==> config.mk <==
export PLATFORM = sky130hd
export DESIGN_NAME = imem_encoder_flat
export DESIGN_NICKNAME = d
export VERILOG_FILES = /design/src/rtl/imem_encoder_pkg.sv /design/src/rtl/imem_encoder_if.sv /design/src/rtl/imem_encoder_instr_encode.sv /design/src/rtl/imem_encoder.sv /design/src/flat_wrapper.sv
export SDC_FILE = /design/constraint.sdc
export NUM_CORES = 1
export LEC_CHECK = 0
export CAP_MARGIN = 20
export CORE_MARGIN = 2
export CORE_UTILIZATION = 49
export DETAILED_ROUTE_END_ITERATION = 10
export PLACE_DENSITY = 0.87
export RECOVER_POWER = 50
export SLEW_MARGIN = 20
export SYNTH_ARGS = -nofsm -noshare
export SYNTH_HDL_FRONTEND = slang
export SYNTH_SLANG_ARGS = --single-unit
==> constraint.sdc <==
create_clock -name clk -period 3.63 [get_ports clk]
set_input_delay 0.5445 -clock clk [delete_from_list [all_inputs] [get_ports clk]]
set_output_delay 0.5445 -clock clk [all_outputs]
set_load 0.05 [all_outputs]
==> src/rtl/imem_encoder_pkg.sv <==
// Shared defines for the instruction-memory encoder: request kinds, RV32I
// opcode/funct3/funct7 constants, controller states and small decode helpers.
package imem_encoder_pkg;

  // Request kind encoding carried on req_kind.
  typedef enum logic [3:0] {
    K_LUI    = 4'd0,
    K_AUIPC  = 4'd1,
    K_JAL    = 4'd2,
    K_JALR   = 4'd3,
    K_BRANCH = 4'd4,
    K_LOAD   = 4'd5,
    K_STORE  = 4'd6,
    K_OP_IMM = 4'd7,
    K_OP     = 4'd8
  } kind_e;

  // Session controller states.
  typedef enum logic [1:0] {
    ST_IDLE  = 2'd0,
    ST_RUN   = 2'd1,
    ST_DRAIN = 2'd2,
    ST_DONE  = 2'd3
  } state_e;

  // RV32I major opcodes (inst[6:0]).
  localparam logic [6:0] OPC_LUI    = 7'b0110111;
  localparam logic [6:0] OPC_AUIPC  = 7'b0010111;
  localparam logic [6:0] OPC_JAL    = 7'b1101111;
  localparam logic [6:0] OPC_JALR   = 7'b1100111;
  localparam logic [6:0] OPC_BRANCH = 7'b1100011;
  localparam logic [6:0] OPC_LOAD   = 7'b0000011;
  localparam logic [6:0] OPC_STORE  = 7'b0100011;
  localparam logic [6:0] OPC_OP_IMM = 7'b0010011;
  localparam logic [6:0] OPC_OP     = 7'b0110011;

  // funct3 values with special meaning to the encoder.
  localparam logic [2:0] F3_JALR    = 3'd0;
  localparam logic [2:0] F3_ADD_SUB = 3'd0;
  localparam logic [2:0] F3_SLL     = 3'd1;
  localparam logic [2:0] F3_SRL_SRA = 3'd5;

  // funct7 values: base form and the inst[30] alternate (SUB/SRA/SRAI).
  localparam logic [6:0] F7_BASE = 7'b0000000;
  localparam logic [6:0] F7_ALT  = 7'b0100000;

  // Write address step and count ceiling.
  localparam logic [31:0] ADDR_STEP = 32'd4;
  localparam logic [15:0] COUNT_MAX = 16'hFFFF;

  // True when funct3 selects an immediate shift (shamt form) in OP_IMM.
  function automatic logic is_imm_shift(input logic [2:0] f3);
    return (f3 == F3_SLL) || (f3 == F3_SRL_SRA);
  endfunction

  // True when inst[30] may legally be set for this kind/funct3 pair.
  function automatic logic alt_allowed(input logic [3:0] kind, input logic [2:0] f3);
    logic ok;
    ok = 1'b0;
    if (kind == K_OP && (f3 == F3_ADD_SUB || f3 == F3_SRL_SRA)) ok = 1'b1;
    if (kind == K_OP_IMM && f3 == F3_SRL_SRA) ok = 1'b1;
    return ok;
  endfunction

endpackage

==> src/rtl/imem_encoder_if.sv <==
// Request, session-control and memory-write signals of the encoder.
// slave is the encoder's view; master is the view of whoever drives it.
interface imem_encoder_if;
  logic        start;
  logic [31:0] base_addr;
  logic        finish;

  logic        req_valid;
  logic        req_ready;
  logic [3:0]  req_kind;
  logic [2:0]  req_funct3;
  logic        req_alt;
  logic [4:0]  req_rd;
  logic [4:0]  req_rs1;
  logic [4:0]  req_rs2;
  logic [31:0] req_imm;

  logic        imem_ready;
  logic        imem_we;
  logic [31:0] imem_addr;
  logic [31:0] imem_wdata;

  logic        busy;
  logic        done;
  logic        err;
  logic [15:0] count;

  modport slave (
    input  start, base_addr, finish,
    input  req_valid, req_kind, req_funct3, req_alt, req_rd, req_rs1, req_rs2, req_imm,
    output req_ready,
    input  imem_ready,
    output imem_we, imem_addr, imem_wdata,
    output busy, done, err, count
  );

  modport master (
    output start, base_addr, finish,
    output req_valid, req_kind, req_funct3, req_alt, req_rd, req_rs1, req_rs2, req_imm,
    input  req_ready,
    output imem_ready,
    input  imem_we, imem_addr, imem_wdata,
    input  busy, done, err, count
  );
endinterface

==> src/rtl/imem_encoder_instr_encode.sv <==
// Purely combinational RV32I field packer: turns a decoded request into a
// 32-bit instruction word and flags requests that have no legal encoding.
module instr_encode
  import imem_encoder_pkg::*;
(
  input  logic [3:0]  kind,
  input  logic [2:0]  funct3,
  input  logic        alt,
  input  logic [4:0]  rd,
  input  logic [4:0]  rs1,
  input  logic [4:0]  rs2,
  input  logic [31:0] imm,
  output logic [31:0] word,
  output logic        illegal
);

  logic [6:0] funct7;

  // Pack fields per instruction format; illegal requests produce a zero word.
  // NOTE: every output gets a default before the case so no path leaves it unassigned (no latch).
  always_comb begin
    word    = '0;
    illegal = 1'b0;
    funct7  = alt ? F7_ALT : F7_BASE;

    case (kind)
      K_LUI:   word = {imm[31:12], rd, OPC_LUI};
      K_AUIPC: word = {imm[31:12], rd, OPC_AUIPC};
      K_JAL:   word = {imm[20], imm[10:1], imm[11], imm[19:12], rd, OPC_JAL};
      // JALR has only one funct3 encoding, so the request's value is not used.
      K_JALR:  word = {imm[11:0], rs1, F3_JALR, rd, OPC_JALR};
      K_BRANCH: begin
        if (funct3 == 3'd2 || funct3 == 3'd3) illegal = 1'b1;
        word = {imm[12], imm[10:5], rs2, rs1, funct3, imm[4:1], imm[11], OPC_BRANCH};
      end
      K_LOAD: begin
        if (funct3 == 3'd3 || funct3 == 3'd6 || funct3 == 3'd7) illegal = 1'b1;
        word = {imm[11:0], rs1, funct3, rd, OPC_LOAD};
      end
      K_STORE: begin
        if (funct3 >= 3'd3) illegal = 1'b1;
        word = {imm[11:5], rs2, rs1, funct3, imm[4:0], OPC_STORE};
      end
      K_OP_IMM: begin
        if (is_imm_shift(funct3)) word = {funct7, imm[4:0], rs1, funct3, rd, OPC_OP_IMM};
        else                      word = {imm[11:0], rs1, funct3, rd, OPC_OP_IMM};
      end
      K_OP:    word = {funct7, rs2, rs1, funct3, rd, OPC_OP};
      default: illegal = 1'b1;
    endcase

    if (alt && !alt_allowed(kind, funct3)) illegal = 1'b1;
    if (illegal) word = '0;
  end

endmodule

==> src/rtl/imem_encoder.sv <==
// Session controller for streaming encoded RV32I instructions into an
// instruction memory: one output stage, sequential addresses, write count,
// sticky illegal-request flag and an end-of-session pulse.
module imem_encoder
  import imem_encoder_pkg::*;
(
  input  logic           clk,
  input  logic           rst_n,
  imem_encoder_if.slave  bus
);

  state_e      state;
  state_e      state_next;

  logic        stage_valid;
  logic [31:0] addr_q;
  logic [31:0] wdata_q;
  logic [15:0] count_q;
  logic        err_q;

  logic [31:0] enc_word;
  logic        enc_illegal;
  logic        accept;
  logic        write_fire;
  logic        stage_empties;

  instr_encode u_encode (
    .kind    (bus.req_kind),
    .funct3  (bus.req_funct3),
    .alt     (bus.req_alt),
    .rd      (bus.req_rd),
    .rs1     (bus.req_rs1),
    .rs2     (bus.req_rs2),
    .imm     (bus.req_imm),
    .word    (enc_word),
    .illegal (enc_illegal)
  );

  // The stage can take a new word when empty or when its word leaves this cycle.
  assign write_fire    = stage_valid & bus.imem_ready;
  assign stage_empties = !stage_valid | bus.imem_ready;
  assign bus.req_ready = (state == ST_RUN) & stage_empties;
  assign accept        = bus.req_valid & bus.req_ready;

  assign bus.imem_we    = stage_valid;
  assign bus.imem_addr  = addr_q;
  assign bus.imem_wdata = wdata_q;
  assign bus.busy       = (state != ST_IDLE);
  assign bus.done       = (state == ST_DONE);
  assign bus.err        = err_q;
  assign bus.count      = count_q;

  // State register; reset aborts any session at once.
  // NOTE: sequential state uses non-blocking assignments so every flop samples pre-edge values.
  always_ff @(posedge clk or negedge rst_n) begin
    if (!rst_n) state <= ST_IDLE;
    else        state <= state_next;
  end

  // Next-state logic: start opens, finish drains, DONE lasts one cycle.
  always_comb begin
    state_next = state;
    case (state)
      ST_IDLE:  if (bus.start)    state_next = ST_RUN;
      ST_RUN:   if (bus.finish)   state_next = ST_DRAIN;
      ST_DRAIN: if (stage_empties) state_next = ST_DONE;
      ST_DONE:  state_next = ST_IDLE;
      default:  state_next = ST_IDLE;
    endcase
  end

  // Output stage, write address, count and error flag.
  // NOTE: the data word is reset along with its valid bit so imem_wdata reads 0 out of reset.
  always_ff @(posedge clk or negedge rst_n) begin
    if (!rst_n) begin
      stage_valid <= 1'b0;
      addr_q      <= '0;
      wdata_q     <= '0;
      count_q     <= '0;
      err_q       <= 1'b0;
    end else begin
      if (state == ST_IDLE && bus.start) begin
        addr_q  <= bus.base_addr;
        count_q <= '0;
        err_q   <= 1'b0;
      end

      if (write_fire) begin
        addr_q <= addr_q + ADDR_STEP;
        if (count_q != COUNT_MAX) count_q <= count_q + 16'd1;
      end

      if (accept && enc_illegal) err_q <= 1'b1;

      if (accept && !enc_illegal) begin
        stage_valid <= 1'b1;
        wdata_q     <= enc_word;
      end else if (write_fire) begin
        stage_valid <= 1'b0;
      end
    end
  end

endmodule

==> src/flat_wrapper.sv <==
// flat-port wrapper written by rule: the top's interface ports become plain ports
module imem_encoder_flat import imem_encoder_pkg::*;
  (clk, rst_n, bus_start, bus_base_addr, bus_finish, bus_req_valid, bus_req_kind, bus_req_funct3, bus_req_alt, bus_req_rd, bus_req_rs1, bus_req_rs2, bus_req_imm, bus_req_ready, bus_imem_ready, bus_imem_we, bus_imem_addr, bus_imem_wdata, bus_busy, bus_done, bus_err, bus_count);
  imem_encoder_if bus_i ();
  input  logic clk;
  input  logic rst_n;
  input wire logic [$bits(bus_i.start)-1:0] bus_start;
  input wire logic [$bits(bus_i.base_addr)-1:0] bus_base_addr;
  input wire logic [$bits(bus_i.finish)-1:0] bus_finish;
  input wire logic [$bits(bus_i.req_valid)-1:0] bus_req_valid;
  input wire logic [$bits(bus_i.req_kind)-1:0] bus_req_kind;
  input wire logic [$bits(bus_i.req_funct3)-1:0] bus_req_funct3;
  input wire logic [$bits(bus_i.req_alt)-1:0] bus_req_alt;
  input wire logic [$bits(bus_i.req_rd)-1:0] bus_req_rd;
  input wire logic [$bits(bus_i.req_rs1)-1:0] bus_req_rs1;
  input wire logic [$bits(bus_i.req_rs2)-1:0] bus_req_rs2;
  input wire logic [$bits(bus_i.req_imm)-1:0] bus_req_imm;
  output wire logic [$bits(bus_i.req_ready)-1:0] bus_req_ready;
  input wire logic [$bits(bus_i.imem_ready)-1:0] bus_imem_ready;
  output wire logic [$bits(bus_i.imem_we)-1:0] bus_imem_we;
  output wire logic [$bits(bus_i.imem_addr)-1:0] bus_imem_addr;
  output wire logic [$bits(bus_i.imem_wdata)-1:0] bus_imem_wdata;
  output wire logic [$bits(bus_i.busy)-1:0] bus_busy;
  output wire logic [$bits(bus_i.done)-1:0] bus_done;
  output wire logic [$bits(bus_i.err)-1:0] bus_err;
  output wire logic [$bits(bus_i.count)-1:0] bus_count;
  assign bus_i.start = bus_start;
  assign bus_i.base_addr = bus_base_addr;
  assign bus_i.finish = bus_finish;
  assign bus_i.req_valid = bus_req_valid;
  assign bus_i.req_kind = bus_req_kind;
  assign bus_i.req_funct3 = bus_req_funct3;
  assign bus_i.req_alt = bus_req_alt;
  assign bus_i.req_rd = bus_req_rd;
  assign bus_i.req_rs1 = bus_req_rs1;
  assign bus_i.req_rs2 = bus_req_rs2;
  assign bus_i.req_imm = bus_req_imm;
  assign bus_req_ready = bus_i.req_ready;
  assign bus_i.imem_ready = bus_imem_ready;
  assign bus_imem_we = bus_i.imem_we;
  assign bus_imem_addr = bus_i.imem_addr;
  assign bus_imem_wdata = bus_i.imem_wdata;
  assign bus_busy = bus_i.busy;
  assign bus_done = bus_i.done;
  assign bus_err = bus_i.err;
  assign bus_count = bus_i.count;
  imem_encoder u_core (.clk(clk), .rst_n(rst_n), .bus(bus_i));
endmodule
# Yosys cells after proc, flatten, opt, wreduce, memory -nomap -nowiden
# Index checks and enable logic that the tools add are counted.
[word_totals]
reg_bits = 84
input_bits = 93
out_inout_bits = 85
elab_cells = 81
[op_classes]
addsub = 2
order_cmp = 1
n_eq_ne = 21
mux = 24
bitwise = 4
n_reduce_logical = 23
[ops]
columns = ["op", "n"]
rows = [
  ["32-bit one-hot mux with 9 select lines", 1],
  ["32-bit 2-to-1 mux", 4],
  ["16-bit 2-to-1 mux", 3],
  ["32-bit by 3-bit adder with 32-bit output (second input constant)", 1],
  ["16-bit by 1-bit adder with 16-bit output (second input constant)", 1],
  ["4-bit by 3-bit equality test with 1-bit output (second input constant)", 4],
  ["16-bit inequality test (second input constant)", 1],
  ["1-bit 2-to-1 mux", 10],
  ["3-bit equality test (second input constant)", 3],
  ["4-bit by 2-bit equality test with 1-bit output (second input constant)", 2],
  ["2-bit one-hot mux with 4 select lines", 1],
  ["2-bit nonzero test", 4],
  ["3-bit by 2-bit equality test with 1-bit output (second input constant)", 2],
  ["1-bit logical AND", 6],
  ["2-bit 2-to-1 mux", 3],
  ["6-bit 2-to-1 mux", 1],
  ["6-bit OR reduction", 1],
  ["1-bit logical OR", 5],
  ["2-bit equality test (second input constant)", 2],
  ["4-bit by 1-bit equality test with 1-bit output (second input constant)", 1],
  ["4-bit equality test (second input constant)", 1],
  ["4-bit zero test", 1],
  ["2-bit inequality test (second input constant)", 2],
  ["1-bit one-hot mux with 4 select lines", 1],
  ["10 further kinds", 14],
]

# Depth between registers and ports, before layout
# Gate-level depths: netlist of the first run.
[logic_depth]
ltp_word = 11
ltp_mapped = 8
mapped_depth_nobuf = 7

# Hierarchy
# A second synthesis of the first run with hierarchy kept.
[hier_totals]
cells_unflattened = 546
area_unflattened_um2 = 5028.6
[by_module_without_submodules]
columns = ["mod", "n_inst", "cells_each", "area_per_inst_um2"]
rows = [
  ["imem_encoder", 1, 405, 4147.7],
  ["instr_encode", 1, 141, 880.8],
]

# Worst setup path after synthesis of the first run
# OpenSTA, ideal clock, no wires.
[synth_path]
path_type = "register -> register"
from = "register u_core.count_q[0], in the netlist u_core.bus.count[0]"
to = "register u_core.count_q[8], in the netlist u_core.bus.count[8]"
setup_ns = 0.110
arrival_ns = 2.161
required_time_ns = 3.520
setup_slack_ns = 1.358
stages_incl_launch_ff = 8
path_buffers = 1
period_less_slack_ns = 2.272
cell_sequence = "dfrtp_1 > ha_1 > and4_1 > nor4b_2 > o21a_1 > clkbuf_1 > o21ai_0 > o41ai_1"
[synth_via]
elab_chain_cells = 3
elab_cells_between_ends = 4
cone_classes = "add/sub: 1; eq/ne: 1; mux: 2"
[synth_rtl]
columns = ["element", "line", "rtl"]
rows = [
  ["from (decl)", "imem_encoder.sv:18", "logic [15:0] count_q;"],
  ["from (signal assigned)", "imem_encoder.sv:90", "if (count_q != COUNT_MAX) count_q <= count_q + 16'd1;"],
  ["16-bit by 1-bit adder with 16-bit output or 16-bit inequality test (tied branches)", "imem_encoder.sv:90", ""],
  ["16-bit 2-to-1 mux (*)", "imem_encoder.sv:90", ""],
  ["16-bit 2-to-1 mux (*)", "imem_encoder.sv:88", "if (write_fire) begin"],
]
# Mark *: on every way between the ends. The rest lies on a longest branch, timed or not.
# A chain may end at the register's enable or synchronous reset.

# Worst setup path after layout of the first run
[layout_path]
from = "input port bus_imem_ready"
to = "output port bus_req_ready"
[layout_via]
elab_chain_cells = 2
[layout_rtl]
columns = ["element", "line", "rtl"]
rows = [
  ["from (decl)", "flat_wrapper.sv:19", "input wire logic [$bits(bus_i.imem_ready)-1:0] bus_imem_ready;"],
  ["1-bit OR", "imem_encoder.sv:41", "assign stage_empties = !stage_valid | bus.imem_ready;"],
  ["1-bit AND", "imem_encoder.sv:42", "assign bus.req_ready = (state == ST_RUN) & stage_empties;"],
  ["to (decl)", "flat_wrapper.sv:18", "output wire logic [$bits(bus_i.req_ready)-1:0] bus_req_ready;"],
]
# No other way between the ends.

==> qor.yml, run 1 <==
max_freq_mhz: 380
syn_to_final_growth_pct: 42.9
p_clk_frac: 0.150
post_drt_wl_per_cell_um: 17.3
crit_fanout: 5
worst_ep_required_time_ns: 3.09
drc: 0
diodes: 0
ctsResizeCount: 0
intPower_mw: 2.69
firstDrtPassIters: 5
grt_pass1_wl_mm: 25.3
via_per_inst: 5.90
combPwrFrac: 0.548
synth_area_um2: 4950
grt_pass1_vias: 5120
insertion_delay_ns: 0.37
synth_top_cells_by_count: "nand2_1, dfrtp_1, nor2_1"
core_area_um2: 9770
drtIter0Drc: 258
clk_path_buf_depth: 2
synth_edf_count: 0
cp-start-kind: "input port"
hold_violations: 0
cp.arrival_ns: 2.09
cts_tree: "done"
synthSimpleGateAreaFrac: 0.233
postRouteAntennaNets: 0
final-max-slew-violation-count: 84
async_flop_share: 1.00
gp_congestion: 0.981
crit_type: "in -> out"
synth_seq_cells: 83
status: "finished, violations left"
pin_count: 178
clock-sinks: 83
instances_no_fill: 895
syn_area_per_cell_um2: 8.36
synth_top_family_by_area: "compound AO/OA/AOI/OAI gates"
failed_checks: "capacitance limit, slew limit"
clock-skew-final_ns: 0.0105
ir_worst_vdd_mv: 0.399
end_kind: "primary output"
post-route-cell-area_um2: 7080
yosys_warnings: 0
dpl-instance-area_um2: 6850
track_usage: 0.287
cts_made_buffers: 9
synth_xor_area_frac: 0.00707
layout.nets: 857
slew_headroom: -0.363
cts_hold_buf: 0
routed_wl_mm: 15.4
synth_ff_type: "dfrtp_1"
yosysSeqAreaShare: 0.419
synth_fa_ha_area_frac: 0.0177
fin_setup_tns_ns: 0
synth-compound-area-share: 0.247
hp-class: "reg -> reg"
synth.most_common_cell: "nand2_1"
r2r_slack_ns: 1.06
muxShareOfSynthArea: 0.0318
overflow: 0
drive_gt1_frac: 0.0630
finalSetupViolCount: 0
cts_setup_buffers: 0
synth_cells: 593
htree_levels: 3
place_hpwl_mm: 11.7
fp.dieArea_um2: 10900
yosys-top-cells-area: "dfrtp_1, nand2_1, o21ai_0, nor2_1, a21oi_1"
io_buffers: 177
seqPwrFrac: 0.302
vias: 5280
rsz0062_at_grt: "no"
fin_crit_sh: 0.726
chipHeight_um: 105
synth_cell_types: 61
worstMarginPinSlew_ns: 2.04
clk_pin_slew_ns: 0.09
synth_top_cell_by_area: "dfrtp_1"
fin_crit_ns: 2.63
grt_max_degree: 84
die_w_um: 105
p_leak_nw: 2.93
start_util: 0.507
switching_share: 0.500
cap_viol_max_count: 1
synth_nets: 693
p_per_area_nw_per_um2: 759
p_switching_mw: 2.68
cts-root-buf: "clkbuf_8"
synth_top_area_share: 0.419
grt_antenna_before_repair: 0
dpl.cell_count: 879
row_count: 36
-- worst max-delay path, stage by stage --
cell             delay [ns]
clkdlybuf4s50_1        0.53
inv_1                  0.07
a21oi_1                0.12
clkdlybuf4s50_1        0.82
-- layout make-up --
class,instances,area (um2)
Fill cell,765,2690
Multi-Input combinational cell,456,2670
Sequential cell,83,2080
Timing Repair Buffer,191,1870
Tap cell,133,166
Clock buffer,9,124
Clock inverter,7,116
Inverter,16,60.1
-- cells in the final DEF, fill, tap and decap left out, types with 3 or more instances in the layout --
cell	n
xor2_1	3
clkbuf_8	9
dlygate4sd3_1	34
mux2_4	3
clkdlybuf4s50_1	142
o311ai_0	3
nor3_1	21
buf_4	14
a21oi_1	38
o21ai_1	10
o22ai_1	9
and4_1	3
inv_1	16
and3_1	4
a32oi_1	3
nand2b_1	5
o211ai_1	10
a21o_1	7
nor2b_1	8
nor4_1	3
bufinv_16	3
or3_1	4
a311oi_1	6
mux2i_1	9
nand4_1	12
a22oi_1	18
or2_2	5
ha_1	7
a32o_1	4
o21ai_0	49
o31ai_1	5
nor2_1	51
a211oi_1	7
nand3_1	31
nand2_1	84
dfrtp_1	83
-- per-layer routing --
layer,vias up,track usage,wire [um]
met1,2451,0.367,6070
met4,0,0.118,447
met2,288,0.465,7410
met3,39,0.0742,1510
met5,-,0,0
li1,2502,-,-
-- final timing paths --
path | cells past startpoint | to | startpoint
min in group asynchronous | 1 | u_core.bus.count[9] | rst_n
max reg2reg | 7 | u_core.bus.count[7] | u_core.bus.count[0]
max | 4 | bus_req_ready | bus_imem_ready
max in group asynchronous | 1 | u_core.bus.imem_wdata[22] | rst_n
min reg2reg | 2 | u_core.bus.imem_addr[0] | u_core.bus.imem_addr[0]
min | 2 | u_core.bus.imem_addr[0] | u_core.bus.imem_addr[0]
-- power groups by stage --
stage / Combinational [mW] / Sequential, mW / Clock, mW
after floorplan: 0.813 / 2.70 / 0
after global placement: 2.94 / 1.63 / 0
after detailed placement: 3.00 / 1.63 / 0
after CTS: 3.01 / 1.62 / 0.815
after global routing: 3.12 / 1.68 / 0.850
final: 2.94 / 1.62 / 0.805
-- per-stage QoR --
| step | utilization | setup WS [ns] | power, mW | hold WS [ns] |
|---|---|---|---|---|
| 5_1_grt | 0.724 | 0.902 | 5.65 | 0.512 |
| 6_report | 0.724 | 0.996 | 5.37 | 0.486 |
| 3_5_place_dp | 0.701 | 0.682 | 4.64 | 0.471 |
| 2_1_floorplan | - | 1.36 | 3.52 | 0.249 |
| 3_3_place_gp | 0.701 | 0.788 | 4.57 | 0.459 |
| 4_1_cts | 0.725 | 0.989 | 5.45 | 0.398 |
-- cell families (layout without fill, tap and decap cells) --
| logic type | count (synthesis) | count (layout) |
|---|---|---|
| and+or+nand+nor | 243 | 243 |
| AOI/OAI and AO/OA | 188 | 188 |
| DFF | 83 | 83 |
| buffers and inverters | 54 | 223 |
| muxes | 14 | 14 |
| adders and majority gates | 7 | 7 |
| xor gates and xnor gates | 4 | 4 |
-- sequential cells by signal, indices dropped and copies added, names as in the netlist --
| name | count |
|---|---|
| u_core.bus.imem_addr | 32 |
| u_core.bus.imem_wdata | 31 |
| u_core.bus.count | 16 |
| u_core.state | 2 |
| u_core.bus.err | 1 |
| u_core.bus.imem_we | 1 |
Note: power is estimated with default switching activity, not from simulation.
==> run 2, diff against run 1 <==
--- a/config.mk
+++ b/config.mk
@@ -7,9 +7,9 @@
 export LEC_CHECK = 0
 export CAP_MARGIN = 20
 export CORE_MARGIN = 2
-export CORE_UTILIZATION = 49
+export CORE_UTILIZATION = 41
 export DETAILED_ROUTE_END_ITERATION = 10
-export PLACE_DENSITY = 0.87
+export PLACE_DENSITY = 0.77
 export RECOVER_POWER = 50
 export SLEW_MARGIN = 20
 export SYNTH_ARGS = -nofsm -noshare
==> constraint.sdc (replaced) <==
create_clock -name clk -period 2.4 [get_ports clk]
set_input_delay 0.36 -clock clk [delete_from_list [all_inputs] [get_ports clk]]
set_output_delay 0.36 -clock clk [all_outputs]
set_load 0.05 [all_outputs]
==> qor.yml, run 2 (synthesis gave the netlist of run 1 again) <==
ctsResizeCount: 0
cts_hold_buf: 0
post_drt_wl_per_cell_um: 17.2
cp_slowest_cell: "clkdlybuf4s50_1"
status: "complete, no violations"
crit_fanout: 4
cts-root-buf: "clkbuf_16"
fin_crit_ns: 2.33
clock-skew-final_ns: 0.00585
core_area_um2: 11900
insertion_delay_ns: 0.33
worstMarginPinSlew_ns: 1.16
cp_common_cell: "inv_1"
slew_headroom: 0.227
instances_no_fill: 935
post-route-cell-area_um2: 7370
fin_setup_tns_ns: 0
cts_tree: "done"
path_cells: "inv_1 > ha_1 > inv_1 > clkdlybuf4s50_1"
pin_count: 178
cp.arrival_ns: 1.97
syn_to_final_growth_pct: 48.8
layout.cells.most_common_list: "clkdlybuf4s50_1, nand2_1, dfrtp_1"
clock-sinks: 83
max_stage_delay_ns: 0.81
finalSetupViolCount: 0
rsz0062_at_grt: "no"
routed_wl_mm: 16.1
vias: 5421
max_freq_mhz: 429
diodes: 0
die_w_um: 114
final_common_cell: "clkdlybuf4s50_1"
chipHeight_um: 114
cts_made_buffers: 9
largest_reg_flops: 32
layout.nets: 885
hold_violations: 0
final-max-slew-violation-count: 0
cp-start-kind: "flop"
track_usage: 0.249
cap_viol_max_count: 0
cts_setup_buffers: 0
io_buffers: 177
drtIter0Drc: 412
clk_pin_slew_ns: 0.06
fin_crit_sh: 0.971
fp.dieArea_um2: 13000
p_per_area_nw_per_um2: 1140
gp_congestion: 0.909
overflow: 0
row_count: 40
via_per_inst: 5.80
hp-class: "in -> async"
ir_worst_vdd_mv: 0.602
place_hpwl_mm: 12.2
grt_pass1_vias: 5221
crit_type: "reg -> out"
firstDrtPassIters: 7
dpl.cell_count: 921
drive_gt1_frac: 0.0939
clk_path_buf_depth: 2
end_kind: "primary output"
drc: 0
grt_pass1_wl_mm: 25.8
p_leak_nw: 3.08
grt_max_degree: 48
htree_levels: 3
postRouteAntennaNets: 0
worst_ep_required_time_ns: 2.04
start_util: 0.416
grt_antenna_before_repair: 0
dpl-instance-area_um2: 7120
## run 2: final timing paths
| check | end | slack, ns | from | depth (start not counted) |
|---|---|---|---|---|
| setup / recovery | bus_busy | 0.07 | u_core.state[0] | 4 |
| hold / removal | u_core.bus.count[11] | 0.25 | rst_n | 1 |
| setup reg to reg | u_core.bus.imem_addr[19] | 0.19 | u_core.state[0] | 9 |
| hold reg to reg | u_core.bus.imem_addr[1] | 0.48 | u_core.bus.imem_addr[1] | 2 |
| max in group asynchronous | u_core.bus.imem_addr[26] | 0.62 | rst_n | 2 |
| min in group clk | u_core.bus.imem_addr[1] | 0.48 | u_core.bus.imem_addr[1] | 2 |
## run 2: critical path, delay by kind of cell, from the launching register on
kind / cells / cell delay (ns)
adders and majority gates: 1 / 0.24
DFF: 1 / 0.41
buffers and inverters: 3 / 0.99
## run 2: through the flow
step | hold slack [ns] | utilization | total power, mW | worst slack (ns)
floorplan | 0.0644 | - | 5.32 | 0.129
global placement | 0.399 | 0.598 | 7.04 | -0.0618
detailed placement | 0.409 | 0.598 | 7.13 | -0.169
CTS | 0.0510 | 0.622 | 8.52 | 0.0633
global route | 0.354 | 0.619 | 8.82 | 0.0225
finish | 0.246 | 0.619 | 8.37 | 0.0706
## run 2: report_power, final
| part | internal [mW] | switching, mW | total (mW) |
|---|---|---|---|
| Combinational | 1.55 | 3.00 | 4.54 |
| Clock | 0.820 | 0.534 | 1.35 |
| Sequential | 1.91 | 0.561 | 2.48 |
## run 2: per-layer routing
metal  global-route usage  part of all wire  wire, um  up-vias
li1                     -                 -         -     2565
met1                0.315              0.41      6660     2522
met2                0.423              0.48      7670      297
met3               0.0484             0.087      1410       37
met4               0.0911             0.024       387        0
met5                    0                 0         0        -
## run 2: final cells by class
class                           instances  area [um2]
Multi-Input combinational cell        456        2670
Inverter                               16        60.1
Fill cell                            1021        4540
Timing Repair Buffer                  219        2100
Clock inverter                          3        40.0
Clock buffer                           11         243
Sequential cell                        83        2080
Tap cell                              147         184
